[src/rtl/sisc_ctrl_mc_pkg.sv]
// Shared types and constants for the SISC multi-cycle controller.
package sisc_pkg;

  typedef enum logic [2:0] {
    S_START0,
    S_START1,
    S_FETCH,
    S_DECODE,
    S_EXECUTE,
    S_MEM,
    S_WRITEBACK,
    S_HALT
  } state_t;

  localparam logic [3:0] OP_NOOP = 4'd0;
  localparam logic [3:0] OP_LOD  = 4'd1;
  localparam logic [3:0] OP_STR  = 4'd2;
  localparam logic [3:0] OP_BRA  = 4'd4;
  localparam logic [3:0] OP_BRR  = 4'd5;
  localparam logic [3:0] OP_BNE  = 4'd6;
  localparam logic [3:0] OP_ALU  = 4'd8;
  localparam logic [3:0] OP_HLT  = 4'd15;

  localparam int AM_IMM = 8;

  localparam logic [1:0] ALU_REG  = 2'b00;
  localparam logic [1:0] ALU_IMM  = 2'b01;
  localparam logic [1:0] ALU_ADDR = 2'b10;

  function automatic logic is_mem_op(input logic [3:0] op);
    return (op == OP_LOD) || (op == OP_STR);
  endfunction

endpackage

[src/rtl/sisc_ctrl_mc_if.sv]
// Bus between the SISC datapath (master side) and its multi-cycle controller (slave side).
interface sisc_ctrl_mc_if #(
  parameter int STAT_W = 4
);
  logic [3:0]        opcode;
  logic [STAT_W-1:0] mm;
  logic [STAT_W-1:0] stat;
  logic              mem_ready;

  logic              ir_load;
  logic              pc_write;
  logic              pc_sel;
  logic              br_sel;
  logic              rd_sel;
  logic              rf_we;
  logic              wb_sel;
  logic              stat_en;
  logic              dm_we;
  logic [1:0]        alu_op;
  logic              halted;
  logic              mem_err;

  modport master (
    output opcode, mm, stat, mem_ready,
    input  ir_load, pc_write, pc_sel, br_sel, rd_sel, rf_we, wb_sel,
           stat_en, dm_we, alu_op, halted, mem_err
  );

  modport slave (
    input  opcode, mm, stat, mem_ready,
    output ir_load, pc_write, pc_sel, br_sel, rd_sel, rf_we, wb_sel,
           stat_en, dm_we, alu_op, halted, mem_err
  );
endinterface

[src/rtl/sisc_br_eval.sv]
// Branch-condition evaluation: taken flag and absolute/relative select.
module sisc_br_eval
  import sisc_pkg::*;
#(
  parameter int STAT_W = 4
) (
  input  logic [3:0]        opcode_i,
  input  logic [STAT_W-1:0] mm_i,
  input  logic [STAT_W-1:0] stat_i,
  output logic              taken_o,
  output logic              br_sel_o
);

  logic hit;
  assign hit = |(mm_i & stat_i);

  // BRA/BRR branch when a masked flag is set, BNE when none is.
  always_comb begin
    taken_o = 1'b0;
    if ((opcode_i == OP_BRA) || (opcode_i == OP_BRR)) taken_o = hit;
    else if (opcode_i == OP_BNE)                       taken_o = !hit;
  end

  assign br_sel_o = (opcode_i == OP_BRR) || (opcode_i == OP_BNE);

endmodule

[src/rtl/sisc_ctrl_mc.sv]
// SISC multi-cycle control FSM. Optional memory wait/timeout: define SISC_CTRL_MEMWAIT_EN.
module sisc_ctrl_mc
  import sisc_pkg::*;
#(
  parameter int STAT_W       = 4,
  parameter int MEM_WAIT_MAX = 15
) (
  input  logic          clk,
  input  logic          rst_f,
  sisc_ctrl_mc_if.slave bus
);

  if ((MEM_WAIT_MAX < 1) || (MEM_WAIT_MAX > 255)) begin : g_bad_wait_max
    $error("MEM_WAIT_MAX must be in 1..255");
  end

  state_t state_q, state_d;
  logic   run_q;
  logic   taken, br_rel;
  logic   mem_done, mem_timeout, mem_err;

  sisc_br_eval #(.STAT_W(STAT_W)) u_br_eval (
    .opcode_i (bus.opcode),
    .mm_i     (bus.mm),
    .stat_i   (bus.stat),
    .taken_o  (taken),
    .br_sel_o (br_rel)
  );

`ifdef SISC_CTRL_MEMWAIT_EN
  localparam logic [7:0] WAIT_LAST = 8'(MEM_WAIT_MAX - 1);

  logic [7:0] wcnt_q, wcnt_d;
  logic       mem_err_q;

  // Ready on the limit cycle still exits normally; timeout only fires without it.
  always_comb begin
    mem_done    = 1'b1;
    mem_timeout = 1'b0;
    if (is_mem_op(bus.opcode) && !bus.mem_ready) begin
      mem_done    = 1'b0;
      mem_timeout = (wcnt_q == WAIT_LAST);
    end
    wcnt_d = 8'd0;
    if ((state_q == S_MEM) && !mem_done && !mem_timeout) wcnt_d = wcnt_q + 8'd1;
  end

  always_ff @(posedge clk or negedge rst_f) begin
    if (!rst_f) begin
      wcnt_q    <= 8'd0;
      mem_err_q <= 1'b0;
    end else begin
      wcnt_q <= wcnt_d;
      if ((state_q == S_MEM) && mem_timeout) mem_err_q <= 1'b1;
    end
  end

  assign mem_err = mem_err_q;
`else
  assign mem_done    = 1'b1;
  assign mem_timeout = 1'b0;
  assign mem_err     = 1'b0;
`endif

  always_comb begin
    state_d = state_q;
    case (state_q)
      S_START0:    state_d = S_START1;
      S_START1:    state_d = S_FETCH;
      S_FETCH:     state_d = S_DECODE;
      S_DECODE:    state_d = (bus.opcode == OP_HLT) ? S_HALT : S_EXECUTE;
      S_EXECUTE:   state_d = S_MEM;
      S_MEM:       state_d = mem_timeout ? S_HALT : (mem_done ? S_WRITEBACK : S_MEM);
      S_WRITEBACK: state_d = S_FETCH;
      S_HALT:      state_d = S_HALT;
      default:     state_d = S_START0;
    endcase
  end

  // The first edge after reset release re-enters START0 before the sequence advances.
  always_ff @(posedge clk or negedge rst_f) begin
    if (!rst_f) begin
      state_q <= S_START0;
      run_q   <= 1'b0;
    end else begin
      run_q   <= 1'b1;
      state_q <= run_q ? state_d : S_START0;
    end
  end

  logic       ir_load, pc_write, pc_sel, br_sel, rd_sel;
  logic       rf_we, wb_sel, stat_en, dm_we, halted;
  logic [1:0] alu_op;

  always_comb begin
    ir_load  = 1'b0;
    pc_write = 1'b0;
    pc_sel   = 1'b0;
    br_sel   = 1'b0;
    rd_sel   = 1'b0;
    rf_we    = 1'b0;
    wb_sel   = 1'b0;
    stat_en  = 1'b0;
    dm_we    = 1'b0;
    alu_op   = ALU_REG;
    halted   = 1'b0;
    case (state_q)
      S_FETCH: begin
        ir_load  = 1'b1;
        pc_write = 1'b1;
      end
      S_DECODE: begin
        rd_sel = (bus.opcode == OP_STR);
        if (taken) begin
          pc_write = 1'b1;
          pc_sel   = 1'b1;
          br_sel   = br_rel;
        end
      end
      S_EXECUTE: begin
        rd_sel = (bus.opcode == OP_STR);
        if (bus.opcode == OP_ALU) begin
          stat_en = 1'b1;
          alu_op  = (bus.mm == STAT_W'(AM_IMM)) ? ALU_IMM : ALU_REG;
        end else if (is_mem_op(bus.opcode)) begin
          alu_op = ALU_ADDR;
        end
      end
      S_MEM: begin
        rd_sel = (bus.opcode == OP_STR);
        dm_we  = (bus.opcode == OP_STR);
      end
      S_WRITEBACK: begin
        rf_we  = (bus.opcode == OP_LOD) || (bus.opcode == OP_ALU);
        wb_sel = (bus.opcode == OP_LOD);
      end
      S_HALT:  halted = 1'b1;
      default: ;
    endcase
  end

  assign bus.ir_load  = ir_load;
  assign bus.pc_write = pc_write;
  assign bus.pc_sel   = pc_sel;
  assign bus.br_sel   = br_sel;
  assign bus.rd_sel   = rd_sel;
  assign bus.rf_we    = rf_we;
  assign bus.wb_sel   = wb_sel;
  assign bus.stat_en  = stat_en;
  assign bus.dm_we    = dm_we;
  assign bus.alu_op   = alu_op;
  assign bus.halted   = halted;
  assign bus.mem_err  = mem_err;

endmodule

[src/flat_wrapper.sv]
// flat-port wrapper written by rule: the top's interface ports become plain ports
module sisc_ctrl_mc_flat import sisc_pkg::*;
#(
  parameter int STAT_W       = 4,
  parameter int MEM_WAIT_MAX = 15
)
  (clk, rst_f, bus_opcode, bus_mm, bus_stat, bus_mem_ready, bus_ir_load, bus_pc_write, bus_pc_sel, bus_br_sel, bus_rd_sel, bus_rf_we, bus_wb_sel, bus_stat_en, bus_dm_we, bus_alu_op, bus_halted, bus_mem_err);
  sisc_ctrl_mc_if #(.STAT_W(STAT_W)) bus_i ();
  input  logic clk;
  input  logic rst_f;
  input wire logic [$bits(bus_i.opcode)-1:0] bus_opcode;
  input wire logic [$bits(bus_i.mm)-1:0] bus_mm;
  input wire logic [$bits(bus_i.stat)-1:0] bus_stat;
  input wire logic [$bits(bus_i.mem_ready)-1:0] bus_mem_ready;
  output wire logic [$bits(bus_i.ir_load)-1:0] bus_ir_load;
  output wire logic [$bits(bus_i.pc_write)-1:0] bus_pc_write;
  output wire logic [$bits(bus_i.pc_sel)-1:0] bus_pc_sel;
  output wire logic [$bits(bus_i.br_sel)-1:0] bus_br_sel;
  output wire logic [$bits(bus_i.rd_sel)-1:0] bus_rd_sel;
  output wire logic [$bits(bus_i.rf_we)-1:0] bus_rf_we;
  output wire logic [$bits(bus_i.wb_sel)-1:0] bus_wb_sel;
  output wire logic [$bits(bus_i.stat_en)-1:0] bus_stat_en;
  output wire logic [$bits(bus_i.dm_we)-1:0] bus_dm_we;
  output wire logic [$bits(bus_i.alu_op)-1:0] bus_alu_op;
  output wire logic [$bits(bus_i.halted)-1:0] bus_halted;
  output wire logic [$bits(bus_i.mem_err)-1:0] bus_mem_err;
  assign bus_i.opcode = bus_opcode;
  assign bus_i.mm = bus_mm;
  assign bus_i.stat = bus_stat;
  assign bus_i.mem_ready = bus_mem_ready;
  assign bus_ir_load = bus_i.ir_load;
  assign bus_pc_write = bus_i.pc_write;
  assign bus_pc_sel = bus_i.pc_sel;
  assign bus_br_sel = bus_i.br_sel;
  assign bus_rd_sel = bus_i.rd_sel;
  assign bus_rf_we = bus_i.rf_we;
  assign bus_wb_sel = bus_i.wb_sel;
  assign bus_stat_en = bus_i.stat_en;
  assign bus_dm_we = bus_i.dm_we;
  assign bus_alu_op = bus_i.alu_op;
  assign bus_halted = bus_i.halted;
  assign bus_mem_err = bus_i.mem_err;
  sisc_ctrl_mc #(.STAT_W(STAT_W), .MEM_WAIT_MAX(MEM_WAIT_MAX)) u_core (.clk(clk), .rst_f(rst_f), .bus(bus_i));
endmodule
[config.mk]
export PLATFORM = sky130hd
export DESIGN_NAME = sisc_ctrl_mc_flat
export DESIGN_NICKNAME = d
export VERILOG_FILES = /design/src/rtl/sisc_ctrl_mc_pkg.sv /design/src/rtl/sisc_ctrl_mc_if.sv /design/src/rtl/sisc_br_eval.sv /design/src/rtl/sisc_ctrl_mc.sv /design/src/flat_wrapper.sv
export SDC_FILE = /design/constraint.sdc
export NUM_CORES = 1
export LEC_CHECK = 0
export CAP_MARGIN = 20
export CORE_AREA = 8 8 45 47
export DETAILED_ROUTE_END_ITERATION = 7
export DIE_AREA = 0 0 53 55
export PLACE_DENSITY_LB_ADDON = 0.2
export SYNTH_ARGS = -nofsm -noshare
export SYNTH_HDL_FRONTEND = slang
export SYNTH_SLANG_ARGS = --single-unit
[constraint.sdc]
create_clock -name clk -period 3.4 [get_ports clk]
set_clock_uncertainty 0.15 [all_clocks]
set_input_delay 0.68 -clock clk [delete_from_list [all_inputs] [get_ports clk]]
set_output_delay 0.68 -clock clk [all_outputs]
set_load 0.02 [all_outputs]
; ---- Yosys cells after proc, flatten, opt, wreduce, memory -nomap -nowiden
; Index checks and enable logic that the tools add are counted.
[op_classes]
muxes = 22
n_bitwise = 1
n_reduce_logical = 9
n_eq_ne = 15
[ops]
columns = op, count
row1 = 3-bit one-hot mux with 7 select lines, 1
row2 = 1-bit two-way mux, 15
row3 = "3-bit == test, second input constant", 4
row4 = "4-bit by 3-bit == test with 1-bit output, second input constant", 3
row5 = "4-bit == test, second input constant", 3
row6 = 2-bit two-way mux, 4
row7 = "3-bit by 2-bit == test with 1-bit output, second input constant", 2
row8 = 4-bit bitwise AND, 1
row9 = "4-bit by 1-bit == test with 1-bit output, second input constant", 1
row10 = "4-bit by 2-bit == test with 1-bit output, second input constant", 1
row11 = 1-bit logical OR, 4
row12 = 4-bit OR reduction, 1
row13 = "3-bit by 1-bit == test with 1-bit output, second input constant", 1
row14 = 3-bit logical NOT, 1
row15 = 3-bit two-way mux, 1
row16 = 3-bit OR reduction, 1
row17 = 1-bit one-hot mux with 2 select lines, 1
row18 = 2-bit OR reduction, 1
row19 = 1-bit logical NOT, 1
[word_totals]
input_bits = 15
out_inout_bits = 13
wordCells = 49
ff_bits = 4

; ---- Logic depth before layout (Yosys ltp)
; Gate-level depths: netlist (run 1).
[logic_depth]
depth_word = 7
depth_mapped = 4
ltp_nobuf = 3

; ---- Hierarchy
; From an unflattened synthesis (run 1), not the netlist that was laid out.
[hier_totals]
cells_unflattened = 50
hier_area_um2 = 392.9
[modules_own_cells]
columns = mod, seq_area_each_um2, area_each_um2, instances, cells_each
row1 = sisc_ctrl_mc, 100.1, 327.8, 1, 42
row2 = sisc_br_eval, 0.0, 65.1, 1, 8

; ---- Worst setup path before layout (run 1)
; No wires, ideal clock.
[synth_timing]
path_kind = input-to-output
startpoint = input bus_opcode[1]
endpoint = output bus_rf_we
n_path_buf = 0
required_time_ps = 2570
stages = 3
slack_ps = 1104
arrival_ps = 1466
cell_sequence = nor2_1 > and3_1 > nor3b_1
[synth_via]
elab_chain_cells = 3
elab_cells_between_ends = 4
cone_classes = eq/ne (2) / mux (1) / reduce/logical (1)
[synth_lines]
columns = element, line_no
row1 = start: declaration, flat_wrapper.sv:11  ; input wire logic [$bits(bus_i.opcode)-1:0] bus_opcode;
row2 = 4-bit by 1-bit == test with 1-bit output / 4-bit == test (equally long branches), sisc_ctrl_mc.sv:134  ; rf_we = (bus.opcode == OP_LOD) || (bus.opcode == OP_ALU);
row3 = 1-bit logical OR (*), sisc_ctrl_mc.sv:134
row4 = 1-bit two-way mux (*), sisc_ctrl_mc.sv:107  ; case (state_q)
row5 = end: declaration, flat_wrapper.sv:20  ; output wire logic [$bits(bus_i.rf_we)-1:0] bus_rf_we;
; Every way passes the cells marked *; elsewhere a longest branch is shown, timed or not.

; ---- Worst setup path in the final report (run 1)
[layout_timing]
startpoint = input bus_opcode[2]
endpoint = output bus_pc_write
[layout_via]
elab_chain_cells = 5
elab_cells_between_ends = 8
cone_classes = eq/ne (3) / mux (4) / reduce/logical (1)
[layout_lines]
columns = element, line_no
row1 = "4-bit by 3-bit == test with 1-bit output, on equally long branches", "sisc_br_eval.sv:21, sisc_br_eval.sv:20"
row2 = 1-bit two-way mux / 1-bit logical OR (equally long branches), "sisc_br_eval.sv:21, sisc_br_eval.sv:20"
row3 = 1-bit two-way mux (*), sisc_br_eval.sv:20  ; if ((opcode_i == OP_BRA) || (opcode_i == OP_BRR)) taken_o = hit;
row4 = 1-bit two-way mux (*), sisc_ctrl_mc.sv:114  ; if (taken) begin
row5 = 1-bit one-hot mux with 2 select lines (*), sisc_ctrl_mc.sv:107
row6 = end: declaration, flat_wrapper.sv:16  ; output wire logic [$bits(bus_i.pc_write)-1:0] bus_pc_write;
; Marked as above.

==> flow_summary.json, run 1 <==
{
  "die_width_um": 53,
  "internal_power_mw": 0.1197,
  "worst_path_most_repeated_cell": "clkdlybuf4s50_1",
  "wirelength_um": 1266,
  "synth.most_common_cell": "nor2_1",
  "grt-ovfl-total": 0,
  "clkLatencyLatePin_ns": 0.23,
  "start_kind": "input port",
  "syn_avg_cell_area_um2": 7.646,
  "die_area_mm2": 0.002915,
  "critical_path_arrival_ns": 2.42,
  "vias_per_cell": 5.175,
  "hold_viol": 0,
  "r2r-start": "u_core.state_q[2]",
  "post_cts_buffers": 0,
  "start_util_pct": 29.84,
  "ys_seq_area_share_pct": 24.24,
  "crit_fanout": 3,
  "p_leak_nw": 0.2890,
  "yosysTopAreaCell": "dfrtp_1",
  "synth_top_family_by_area": "simple AND/OR/NAND/NOR gates",
  "cts_resized": 0,
  "cpPeakStageDelay_ns": 0.61,
  "worstPathCellList": "clkdlybuf4s50_1 > nor3b_1 > o211ai_1 > nand3b_1 > clkdlybuf4s50_1",
  "regArea_um2": 100.1,
  "cts_hold_buf": 0,
  "synthAdderAreaFrac_pct": 0,
  "startpoint": "bus_opcode[2]",
  "synthTopCellsByCount": "nor2_1 (5), dfrtp_1 (4)",
  "p_comb_share_pct": 30.9,
  "htree_levels": 1,
  "synth_simple_gate_area_share_pct": 41.21,
  "synthMuxAreaShare_pct": 0,
  "first_pass_iters": 2,
  "fmax_mhz": 307.3,
  "synthCells": 54,
  "rsz0062_at_grt": "false",
  "finalInstanceArea_um2": 704.4,
  "hp-class": "reg -> reg",
  "fin_hold_ws_ns": 0.3442,
  "yosys-top-cells-area": "dfrtp_1 (24%), nor3b_1 (5.5%), and4b_1 (4.8%)",
  "synth-compound-area-share_pct": 25.76,
  "rows": 14,
  "setup_violations": 0,
  "synth-seq-cells": 4,
  "die_h_um": 55,
  "status": "finished, final reports clean",
  "yosys_warnings": 0,
  "io_buffer_count": 25,
  "drtAntennaViolNets": 0,
  "dp.cells": 94,
  "synthFlopType": "dfrtp_1",
  "numCtsBuffers": 3,
  "netlist_area_um2": 412.9,
  "tns_ns": 0,
  "period_share_pct": 95.72,
  "yosysUniqueCellTypes": 30,
  "wire_per_inst_um": 13.05,
  "synth_xor_area_share_pct": 2.121,
  "p_sw_mw": 0.04590,
  "async_flop_share_pct": 100.0,
  "worstSetupEndpointType": "output pin",
  "dr.first_iter.drc_count": 3,
  "worstHoldStart": "u_core.run_q",
  "clkSinkCount": 4,
  "fin_cells": 97,
  "multi_input_area_um2": 292.8,
  "gp_congestion": 0.7781,
  "synth_edf_count": 0,
  "core_mm2": 0.001384,
  "fin_ws_ns": 0.1456,
  "period_minus_slack_ns": 3.254,
  "peakVddDrop_mv": 0.1821,
  "post_dp_cell_area_um2": 681.9,
  "layout-drive-gt1-share_pct": 6.173,
  "ios": 28,
  "grt_pass1_wl_um": 2021,
  "crit_type": "in -> out",
  "synth.top_cell.area_share_pct": 24.24,
  "tritoncts": "yes",
  "antenna_found_initial": 0,
  "seq_power_share_pct": 35.2,
  "drv_cap": 0,
  "syn-num-nets": 69,
  "drc_errors": 0,
  "crit_required_ns": 2.57,
  "pre_cts_slack_ns": 0.1505,
  "nets": 98,
  "n_fill_cell": 153,
  "grt_max_degree": 14,
  "cpMaxStageDelayCell": "clkdlybuf4s50_1",
  "post-dp-hpwl_um": 1074,
  "cts_buffer_depth": 2,
  "p_per_area_mw_per_mm2": 235.1,
  "diodes": 0,
  "p_sw_share_pct": 27.71,
  "clk_pin_slew_ns": 0.04,
  "grt_pass1_vias": 498,
  "cts-root-buf": "clkbuf_4",
  "vias": 502,
  "final_max_slew_viol_count": 0,
  "areaGrowthSynthToFinish_pct": 70.61,
  "track_usage_pct": 8.927,
  "clock_power_share_pct": 33.8
}
power by group through the flow:
stage / clock network, mW / registers (mW) / logic, mW
finish: 0.0560 / 0.0583 / 0.0512
global route: 0.0627 / 0.0595 / 0.0561
CTS: 0.0606 / 0.0583 / 0.0520
detailed placement: 0 / 0.0588 / 0.0517
global placement: 0 / 0.0589 / 0.0512
floorplan: 0 / 0.0539 / 0.0272
flip-flops by register name, summed over array words and instances (netlist names):
| register | cells |
|---|---|
| u_core.run_q | 1 |
| u_core.state_q | 3 |
worst paths after layout:
path                                     endpoint  slack (ns)  depth (start not counted)
worst max-delay path                 bus_pc_write        0.15                          5
worst min-delay path            u_core.state_q[0]        0.34                          1
worst max register to register  u_core.state_q[0]        2.21                          3
worst min register to register  u_core.state_q[0]        0.34                          1
max in group asynchronous       u_core.state_q[1]        2.44                          1
min in group asynchronous       u_core.state_q[2]        0.50                          1
critical path: cells and delay by family:
family	cells	cell delay (ns)
compound gates	1	0.19
buf+inv	2	1.08
simple gates	2	0.47
stage by stage:
step	total power, mW	util, %
after floorplan	0.08117	-
after global placement	0.1101	49.28
after detailed placement	0.1105	49.28
after CTS	0.1709	50.90
after global routing	0.1782	50.90
final	0.1656	50.90
cells in the final DEF (no fill, tap or decap), drive strengths merged:
| cell | instances |
|---|---|
| inv | 1 |
| and3b | 1 |
| nand4 | 1 |
| and3 | 3 |
| and4 | 1 |
| o21a | 1 |
| dfrtp | 4 |
| nor3b | 3 |
| o211ai | 1 |
| nor2b | 3 |
| nor3 | 1 |
| clkdlybuf4s50 | 25 |
| a22o | 2 |
| a31oi | 1 |
| and4b | 2 |
| o2111a | 1 |
| nor2 | 5 |
| clkbuf | 3 |
| nand3b | 2 |
| nand2 | 3 |
| a21oi | 3 |
| a21boi | 1 |
| nand2b | 1 |
| conb | 2 |
| buf | 2 |
| o21ai | 2 |
| xnor2 | 1 |
| a41oi | 1 |
| nand3 | 2 |
| a22oi | 2 |
routing by layer:
layer	vias up	global-route usage, %	routed length (um)
li1	257	-	-
met1	231	8.563	510
met2	14	16.80	656
met3	0	1.604	98
met4	0	6.466	0
met5	-	0	0
final cells by class:
cell class,count,area share [%]
Sequential cell,4,14.21
Clock buffer,3,3.197
Inverter,1,0.5329
Multi-Input combinational cell,46,41.56
Timing Repair Buffer,27,37.66
Tap cell,16,2.842
cell families (layout without fill, tap and decap cells):
group                  count (synthesis)  in the layout
AO/OA/AOI/OAI                         15             15
XOR/XNOR                               1              1
flip-flops                             4              4
AND/OR/NAND/NOR                       28             28
buffers and inverters                  4             31
other                                  2              2
(Power assumes the default switching activity.)
==> run 2: changes to the inputs <==
--- a/config.mk
+++ b/config.mk
@@ -6,9 +6,11 @@
 export NUM_CORES = 1
 export LEC_CHECK = 0
 export CAP_MARGIN = 20
-export CORE_AREA = 8 8 45 47
+export CELL_PAD_IN_SITES_DETAIL_PLACEMENT = 1
+export CELL_PAD_IN_SITES_GLOBAL_PLACEMENT = 1
+export CORE_MARGIN = 8
+export CORE_UTILIZATION = 24
 export DETAILED_ROUTE_END_ITERATION = 7
-export DIE_AREA = 0 0 53 55
 export PLACE_DENSITY_LB_ADDON = 0.2
 export SYNTH_ARGS = -nofsm -noshare
 export SYNTH_HDL_FRONTEND = slang
==> run 2 against run 1 <==
Sequential cell count is the same; critical path depth stayed put; clock power rose by 0.9%; register-to-register slack about the same; die area is 13% higher; via count rose by 0.40%; critical path type unchanged; largest cell class unchanged; highest routed layer unchanged.
==> flow_summary.json, run 2 (synthesized netlist as in run 1, its figures left out) <==
{
  "nets": 98,
  "setup_violations": 0,
  "critical_path_arrival_ns": 2.43,
  "cts_buffer_depth": 2,
  "post_dp_cell_area_um2": 683.2,
  "io_buffer_count": 25,
  "die_h_um": 57.48,
  "antenna_found_initial": 0,
  "period_share_pct": 95.79,
  "wirelength_um": 1365,
  "drc_errors": 0,
  "crit_fanout": 3,
  "largest_register": "u_core.state_q",
  "tns_ns": 0,
  "crit_type": "in -> out",
  "post-dp-hpwl_um": 1171,
  "grt-ovfl-total": 0,
  "ios": 28,
  "final_cell_mix": "clkdlybuf4s50_1 (25), nor2_1 (5), dfrtp_1 (4)",
  "rows": 15,
  "drv_cap": 0,
  "die_area_mm2": 0.003303,
  "worstHoldStart": "u_core.run_q",
  "finalInstanceArea_um2": 705.7,
  "cts_resized": 0,
  "clkLatencyLatePin_ns": 0.23,
  "crit_required_ns": 2.57,
  "grt_max_degree": 14,
  "cts_hold_buf": 0,
  "dp.cells": 95,
  "clk_pin_slew_ns": 0.04,
  "r2r_end": "u_core.state_q[0]",
  "p_per_area_mw_per_mm2": 236.8,
  "reg_top3": "u_core.state_q (3), u_core.run_q (1)",
  "first_pass_iters": 2,
  "gp_congestion": 0.7170,
  "dr.first_iter.drc_count": 2,
  "wire_per_inst_um": 13.93,
  "hold_viol": 0,
  "cts-root-buf": "clkbuf_4",
  "die_width_um": 57.48,
  "n_fill_cell": 198,
  "pre_cts_slack_ns": 0.1487,
  "core_mm2": 0.001670,
  "final_max_slew_viol_count": 0,
  "hold_end": "u_core.state_q[0]",
  "period_minus_slack_ns": 3.257,
  "grt_pass1_wl_um": 2270,
  "r2r_cells": 3,
  "diodes": 0,
  "largest_reg_flops": 3,
  "drtAntennaViolNets": 0,
  "rsz0062_at_grt": "false",
  "r2r-start": "u_core.state_q[2]",
  "hold_path_depth": 1,
  "hp-class": "reg -> reg",
  "start_util_pct": 24.72,
  "fin_ws_ns": 0.1431,
  "areaGrowthSynthToFinish_pct": 70.91,
  "layout_commonest_cell": "clkdlybuf4s50_1",
  "numCtsBuffers": 3,
  "fmax_mhz": 307.0,
  "grt_pass1_vias": 550,
  "vias_per_cell": 5.143,
  "post_cts_buffers": 0,
  "tritoncts": "yes",
  "p_leak_nw": 0.2890,
  "r2r_slack_ns": 2.20,
  "clkSinkCount": 4,
  "worstSetupEndpointType": "output pin",
  "layout-drive-gt1-share_pct": 6.173,
  "start_kind": "input port",
  "status": "finished, final reports clean",
  "peakVddDrop_mv": 0.1730,
  "vias": 504,
  "htree_levels": 1,
  "track_usage_pct": 8.515,
  "fin_cells": 98
}
## run 2: cell counts in the layout (fill, tap and decap cells not counted)
Identical to the previous run, type by type.
## run 2: worst max-delay path by stage
stage | from | to | slack [ns] | depth (start not counted)
5_1_grt | bus_opcode[2] | bus_pc_write | 0.06 | 5
6_report | bus_opcode[2] | bus_pc_write | 0.14 | 5
4_1_cts | bus_opcode[2] | bus_pc_write | 0.14 | 5
2_1_floorplan | bus_opcode[1] | bus_rf_we | 1.10 | 3
3_5_place_dp | bus_opcode[2] | bus_pc_write | 0.15 | 5
3_3_place_gp | bus_opcode[2] | bus_pc_write | 0.13 | 5
## run 2: layout make-up
| cell class | instances | area (um2) | share of cell area (%) |
|---|---|---|---|
| multi-input cells | 46 | 292.8 | 41.49 |
| well taps | 17 | 21.27 | 3.014 |
| flip-flops and latches | 4 | 100.1 | 14.18 |
| clock buffers | 3 | 22.52 | 3.191 |
| inverters | 1 | 3.754 | 0.5319 |
| repair buffers | 27 | 265.3 | 37.59 |
## run 2: per-layer routing
metal	global-route usage (%)	wire, um	part of all wire, %
met2	16.08	754	55
met4	6.429	0	0
met1	7.080	498	36
met5	0	0	0
met3	2.915	112	8.2
## run 2: power by group
part | leakage [nW] | switching, mW | internal [mW]
Sequential | 0.0509 | 0.00777 | 0.0511
Combinational | 0.224 | 0.0224 | 0.0294
Clock | 0.0138 | 0.0171 | 0.0393
Total | 0.289 | 0.0474 | 0.120
## run 2: metrics by stage
step / power [mW] / util (%) / hold WS (ns)
2_1_floorplan: 0.08117 / - / 0.2344
3_3_place_gp: 0.1109 / 40.90 / 0.3482
3_5_place_dp: 0.1114 / 40.90 / 0.3595
4_1_cts: 0.1727 / 42.25 / 0.3643
5_1_grt: 0.1784 / 42.25 / 0.3855
6_report: 0.1671 / 42.25 / 0.3548
## run 2: worst max-delay path, stage by stage
cell and delay [ns]:
clkdlybuf4s50_1 0.47, nor3b_1 0.36, nand4_1 0.18, nand3b_1 0.12, clkdlybuf4s50_1 0.61
